## src/rtl/grf_wb.sv

```systemverilog
// grf_wb: P6 writeback-stage general register file, two combinational read ports,
// W-to-D internal bypass and a one-cycle registered commit record.
// Optional macro GRF_TRACE_EN compiles a judge-format $display per committed write.
module grf_wb #(
  parameter int DW     = 32,
  parameter int AW     = 5,
  parameter int BYPASS = 1
) (
  input  logic          clk,
  input  logic          reset,
  input  logic          RegWrite_W,
  input  logic [AW-1:0] WR_W,
  input  logic [DW-1:0] WD_W,
  input  logic [31:0]   PC_W,
  input  logic [AW-1:0] A1,
  input  logic [AW-1:0] A2,
  output logic [DW-1:0] RD1,
  output logic [DW-1:0] RD2,
  output logic          commit_valid,
  output logic [31:0]   commit_pc,
  output logic [AW-1:0] commit_reg,
  output logic [DW-1:0] commit_data
);

  localparam int NREG = 2 ** AW;

  // Entry 0 is reset to zero and never written, so it folds away to a constant.
  logic [DW-1:0] regs_r [NREG];
  logic          write_en_s;
  logic          bypass_en_s;
  logic [DW-1:0] rd1_s;
  logic [DW-1:0] rd2_s;

  assign write_en_s  = RegWrite_W && (WR_W != {AW{1'b0}}) && !reset;
  assign bypass_en_s = (BYPASS != 0) && write_en_s;

  // Storage update; reset clears every entry and drops any concurrent write.
  always_ff @(posedge clk) begin
    if (reset) begin
      for (int i = 0; i < NREG; i++) regs_r[i] <= {DW{1'b0}};
    end else if (write_en_s) begin
      regs_r[WR_W] <= WD_W;
    end
  end

  // Read ports: r0 reads zero, same-cycle W write wins over stored data.
  always_comb begin
    rd1_s = {DW{1'b0}};
    rd2_s = {DW{1'b0}};
    if (A1 == {AW{1'b0}})                   rd1_s = {DW{1'b0}};
    else if (bypass_en_s && (WR_W == A1))   rd1_s = WD_W;
    else                                    rd1_s = regs_r[A1];
    if (A2 == {AW{1'b0}})                   rd2_s = {DW{1'b0}};
    else if (bypass_en_s && (WR_W == A2))   rd2_s = WD_W;
    else                                    rd2_s = regs_r[A2];
  end

  assign RD1 = rd1_s;
  assign RD2 = rd2_s;

  // Commit record: one-cycle valid pulse, payload holds until the next commit.
  always_ff @(posedge clk) begin
    if (reset) begin
      commit_valid <= 1'b0;
      commit_pc    <= 32'h0000_0000;
      commit_reg   <= {AW{1'b0}};
      commit_data  <= {DW{1'b0}};
    end else begin
      commit_valid <= write_en_s;
      if (write_en_s) begin
        commit_pc   <= PC_W;
        commit_reg  <= WR_W;
        commit_data <= WD_W;
      end else begin
        commit_pc   <= commit_pc;
        commit_reg  <= commit_reg;
        commit_data <= commit_data;
      end
    end
  end

`ifdef GRF_TRACE_EN
  // Judge-format trace of each committed write.
  always_ff @(posedge clk) begin
    if (write_en_s) begin
      $display("@%h: $%d <= %h", PC_W, WR_W, WD_W);
    end
  end
`endif

endmodule

```

## config.mk

```make
export PLATFORM = sky130hd
export DESIGN_NAME = grf_wb
export DESIGN_NICKNAME = d
export VERILOG_FILES = /design/src/rtl/grf_wb.sv
export SDC_FILE = /design/constraint.sdc
export NUM_CORES = 2
export LEC_CHECK = 0
export CAP_MARGIN = 30
export CORE_MARGIN = 5
export CORE_UTILIZATION = 45
export CTS_CLUSTER_DIAMETER = 200
export DETAILED_ROUTE_END_ITERATION = 8
export SLEW_MARGIN = 5
export SYNTH_ARGS = -nofsm -noshare
export SYNTH_HDL_FRONTEND = slang
export SYNTH_SLANG_ARGS = --single-unit
export TNS_END_PERCENT = 50
```

## constraint.sdc

```tcl
create_clock -name clk -period 3.25 [get_ports clk]
set_input_delay 0.65 -clock clk [delete_from_list [all_inputs] [get_ports clk]]
set_output_delay 0.65 -clock clk [all_outputs]
set_load 0.01 [all_outputs]
```

Word-level counts from Yosys, hierarchy flattened --
Memories as Yosys holds them, arrays and structs flattened. Index checks and enable logic that the tools add are counted.
Operators by class: equal/unequal tests 2, mux-type cells 12, reductions and logical operators 9
Operator list (count):
- $mux W32 | 5
- $reduce_or A32 Y1 | 1
- $eq A5 B5 Y1 | 2
- $logic_not A5 Y1 | 2
- $mux W1 | 6
- $mux W5 | 1
- $reduce_bool A5 Y1 | 1
- $logic_and A1 B1 Y1 | 4
- $logic_not A1 Y1 | 1
Storage, ports and cells: register bits after elaboration 70, memory bits (writable) 1024, output and inout bits 134, logic and storage cells 28, memories kept 1
Memories:
- regs_r | words 32, bits a word 32, read ports 2, clocked after memory_dff 0, write ports 32, line 28 | logic [DW-1:0] regs_r [NREG];

Depth between registers and ports, before layout --
word-level depth 8, gate-level depth with buffers 10, depth with buffers taken out 5

Least setup slack after synthesis --
OpenSTA, ideal clock, no wires.
path kind input to output, start input port WR_W[4], end output port RD1[13], data arrival time 2.326 ns, required time 2.600 ns, setup slack 0.274 ns, cell stages on the path 8, path buffers 3, cell sequence or3_1 > clkbuf_1 > o31ai_4 > or4_1 > buf_2 > clkbuf_1 > o21ai_0 > a31oi_1
On the way: cells in the longest elaborated chain, start to end 6, elaborated cells on any way between the ends 7, those cells by class eq/ne (1); mux (2); reduce/logical (4)
RTL lines:
- start, declared | line 12 | input logic [AW-1:0] WR_W,
- $reduce_bool A5 Y1 | line 34 | assign write_en_s = RegWrite_W && (WR_W != {AW{1'b0}}) && !reset;
- $logic_and A1 B1 Y1 (2 in series) | line 34
- $logic_and A1 B1 Y1 * | line 51 | else if (bypass_en_s && (WR_W == A1)) rd1_s = WD_W;
- $mux W32 * | line 51
- $mux W32 * | line 50 | if (A1 == {AW{1'b0}}) rd1_s = {DW{1'b0}};
- end, declared | line 17 | output logic [DW-1:0] RD1,
Every way passes the cells marked *; elsewhere a longest branch is shown, timed or not.

Worst setup path after layout --
start input port A2[0], end output port RD2[7]
On the way: cells in the longest elaborated chain, start to end 4, elaborated cells on any way between the ends 6, those cells by class eq/ne (1); mux (2); reduce/logical (2); memory (1)
RTL lines:
- start, declared | line 16 | input logic [AW-1:0] A2,
- branches (longest 3 deep; another with $mem_v2 Z32 W32)
- $mux W32 * | line 53 | if (A2 == {AW{1'b0}}) rd2_s = {DW{1'b0}};
- end, declared | line 18 | output logic [DW-1:0] RD2,
Mark *: on every way between the ends.

==> flow_summary.yaml <==
outcome:
  outcome: "complete, but fails checks"
  violations: "setup timing"
timing:
  setup_viol: 55
  whs_ns: 0.3673
  fmax_mhz: 296.7
  finalHoldViolations: 0
  maxSlewViolCount: 0
  period_share_pct: 103.7
  tightest_slew_ns: 0.7212
  fin_ws_ns: -0.1207
  relSlewSlack_pct: 50.67
  rsz0062_at_grt: "yes"
  finalClockSkew_ns: 0
  period_minus_slack_ns: 3.371
logic_synthesis:
  avgSynthCellArea_sq_um: 13.42
  synth.distinct_cells: 50
  async_flop_share_pct: 0
  yosys_register_bits: 1094
  synthCells: 4330
  synth_ff_type: "edfxtp_1"
  netlist_area_sq_um: 58090
  synth_edf_count: 1024
  ys_warn_count: 0
  ys_seq_area_share_pct: 55.34
critical_path:
  crit_chain: "buf_16 -> bufbuf_16 -> buf_4 -> mux2_2 -> o22ai_1 -> a2111oi_0 -> o221a_1 -> buf_2"
  crit_slowest_cell: "a2111oi_0"
  crit_buf_inv: 4
  setup.worst_path.end_class: "primary output"
  crit_fanout: 12
  reg2regPathDepth: 2
  crit_type: "primary input to primary output"
  critPathArrivalTime_ns: 2.72
  r2r_end: "commit_reg[2]"
  cp_top_family: "compound AO/OA/AOI/OAI gates"
  start_kind: "primary input"
  critPathRequiredTime_ns: 2.60
  slowest_delay_ns: 0.67
  r2r_start: "commit_reg[2]"
  r2r_slack_ns: 2.57
job:
  max_cap_viol_count: 0
final_layout:
  design_area_sq_um: 73530
  reg.largest.list: "regs_r (1024), commit_data (32), commit_pc (32)"
  final_util_pct: 57.51
  regMostFlops: "regs_r"
  multi_input_area_sq_um: 25270
  syn2layout_area_growth_pct: 26.57
  regArea_sq_um: 32150
  largest_reg_flops: 1024
  final_cells: 6735
  fillers: 10220
  drive_gt1_share_pct: 31.77
  nets: 5054
die:
  io_pins: 216
  start_util_pct: 45.44
  die_area_sq_um: 136400
  fp.coreArea_sq_um: 127800
  die_y_um: 369.3
  die_w_um: 369.3
  placementRows: 131
pwr:
  p_per_area_nw_per_um2: 483.0
  max-vdd-ir-drop_uv: 450.2
  power.leakage_nw: 27.13
  power_mw: 35.51
route:
  ant_nets: 0
  vias: 42520
  dr.pass1.iters: 5
  routedWlPerCell_um: 34.06
  wirelength_um: 229400
  drc: 0
  via_per_inst: 6.313
  drt_iter0_markers: 5853
cts:
  cts_root_buf: "clkbuf_16"
  cts_max_level: 3
  clockBufferDepth: 3
  cts_tree: "yes"
  numCtsBuffers: 118
  clock_sinks: 1094
  path_clk_slew_ns: 0.06
  clk_latency_ns: 0.73
place:
  dp_hpwl_um: 154500
  place_area_sq_um: 67500
  gp_congestion: 0.9462
  dp.cells: 6429
  portBuffers: 215
global_routing:
  grt_use_total_pct: 32.73
  gr-total-overflow: 0
  grt_max_degree: 71
  grt_pass1_vias: 41550
  grt_first_pass_wirelength_um: 316600
  antenna_found_initial: 14
min_path:
  hold_path_class: "primary input to flip-flop"
  whs_path_depth: 4
  hold_start: "WR_W[3]"
  min_to: "commit_reg[3]"
cell families after synthesis:
group / synth area share (%)
simple gates: 14.09
flops: 55.34
mux: 19.77
compound gates: 7.146
buf+inv: 3.491
xor+xnor: 0.1508
other cells: 0.006455
synth_stat cells, drive strengths merged, types with 2 or more instances:
master   number  area (sq um)
edfxtp     1024         30750
and2        994          6218
mux2i       336          3363
mux4        310          6982
clkbuf      302          1134
nand2       209         784.5
buf         160         894.6
mux2        101          1137
a21oi        99         495.5
nor2         92         345.3
o211ai       84         630.6
a22oi        82         615.6
dfxtp        70          1401
o21ai        64         320.3
a211oi       60         450.4
o22ai        59         369.1
nor2b        40         250.2
or2          34         212.7
a31oi        33         206.5
a2111oi      32         280.3
o221a        30         337.8
or3          24         150.1
xnor2        10         87.58
a221oi        9         78.83
a22o          9         78.83
o211a         9         90.09
o221ai        9         78.83
nand2b        6         37.54
nand3b        5         37.54
nor3b         5         37.54
or4           5         37.54
nand3         4         20.02
o2111ai       3         26.28
a211o         2         17.52
and3          2         12.51
and3b         2         17.52
o41ai         2         17.52
or3b          2         17.52
repair_timing:
| action | in CTS | in global routing |
|---|---|---|
| cloned | 17 | 8 |
| setup buffers | 37 | 28 |
| pin swaps | 31 | 39 |
| hold endpoints to repair | 0 | 0 |
| hold buffers | 0 | 0 |
| gates resized for setup | 421 | 159 |
| setup endpoints to repair | 64 | 64 |
layout make-up:
cell class                 instances  share of cell area (%)
multi-input combinational       2806                   34.37
antenna                            5                 0.01702
timing repair buffer             952                   14.08
sequential                      1094                   43.73
clock buffer                     147                   4.307
clock inverter                    69                  0.6722
tap                             1662                   2.828
metal layers:
| layer | global-route usage [%] | part of all wire [%] | vias up |
|---|---|---|---|
| li1 | - | - | 17600 |
| met1 | 43.47 | 38 | 21840 |
| met2 | 50.40 | 45 | 2529 |
| met3 | 8.484 | 11 | 535 |
| met4 | 15.72 | 5.8 | 12 |
| met5 | 0 | 0.039 | - |
worst max path at each step:
| stage | startpoint | endpoint | slack (ns) | cells past startpoint |
|---|---|---|---|---|
| after floorplan | WR_W[4] | RD1[13] | 0.27 | 8 |
| after global placement | A2[0] | RD2[18] | -1.25 | 9 |
| after global routing | A1[4] | RD1[11] | -0.12 | 10 |
| after detailed placement | WR_W[2] | RD2[12] | -0.97 | 8 |
| final | A2[0] | RD2[7] | -0.12 | 8 |
| after CTS | regs_r[23][17] | RD1[17] | -0.14 | 8 |
through the flow:
step | setup TNS [ns] | worst slack, ns
CTS | -4.924 | -0.1449
global placement | -50.80 | -1.253
finish | -2.738 | -0.1207
global route | -4.241 | -0.1161
floorplan | 0 | 0.2736
detailed placement | -52.70 | -0.9701
report_power, final:
group / total [mW] / switching, mW / internal (mW) / leakage [nW]
Sequential: 16.6 / 0.401 / 16.2 / 10.3
Clock: 13.1 / 5.77 / 7.32 / 1.79
Combinational: 5.86 / 3.16 / 2.70 / 15.0
Total: 35.5 / 9.34 / 26.2 / 27.1
cells in the final DEF, fill, tap and decap left out, types with 32 or more instances in the layout:
master	instances
nor2_1	58
nand2_1	202
a22oi_1	78
mux2_2	100
edfxtp_1	1024
buf_6	43
or2_2	32
clkdlybuf4s50_1	134
buf_4	523
o22ai_1	50
conb_1	32
buf_2	44
dfxtp_1	70
nor2b_1	36
clkbuf_16	136
mux4_2	310
o211ai_1	84
mux2i_1	325
a21oi_1	94
and2_1	993
a211oi_1	56
buf_12	145
worst register-to-register path, stage by stage (launching register included):
cell     delay [ns]
dfxtp_1        0.33
a22oi_1        0.15
nor2_1         0.06
(Power assumes the default switching activity.)
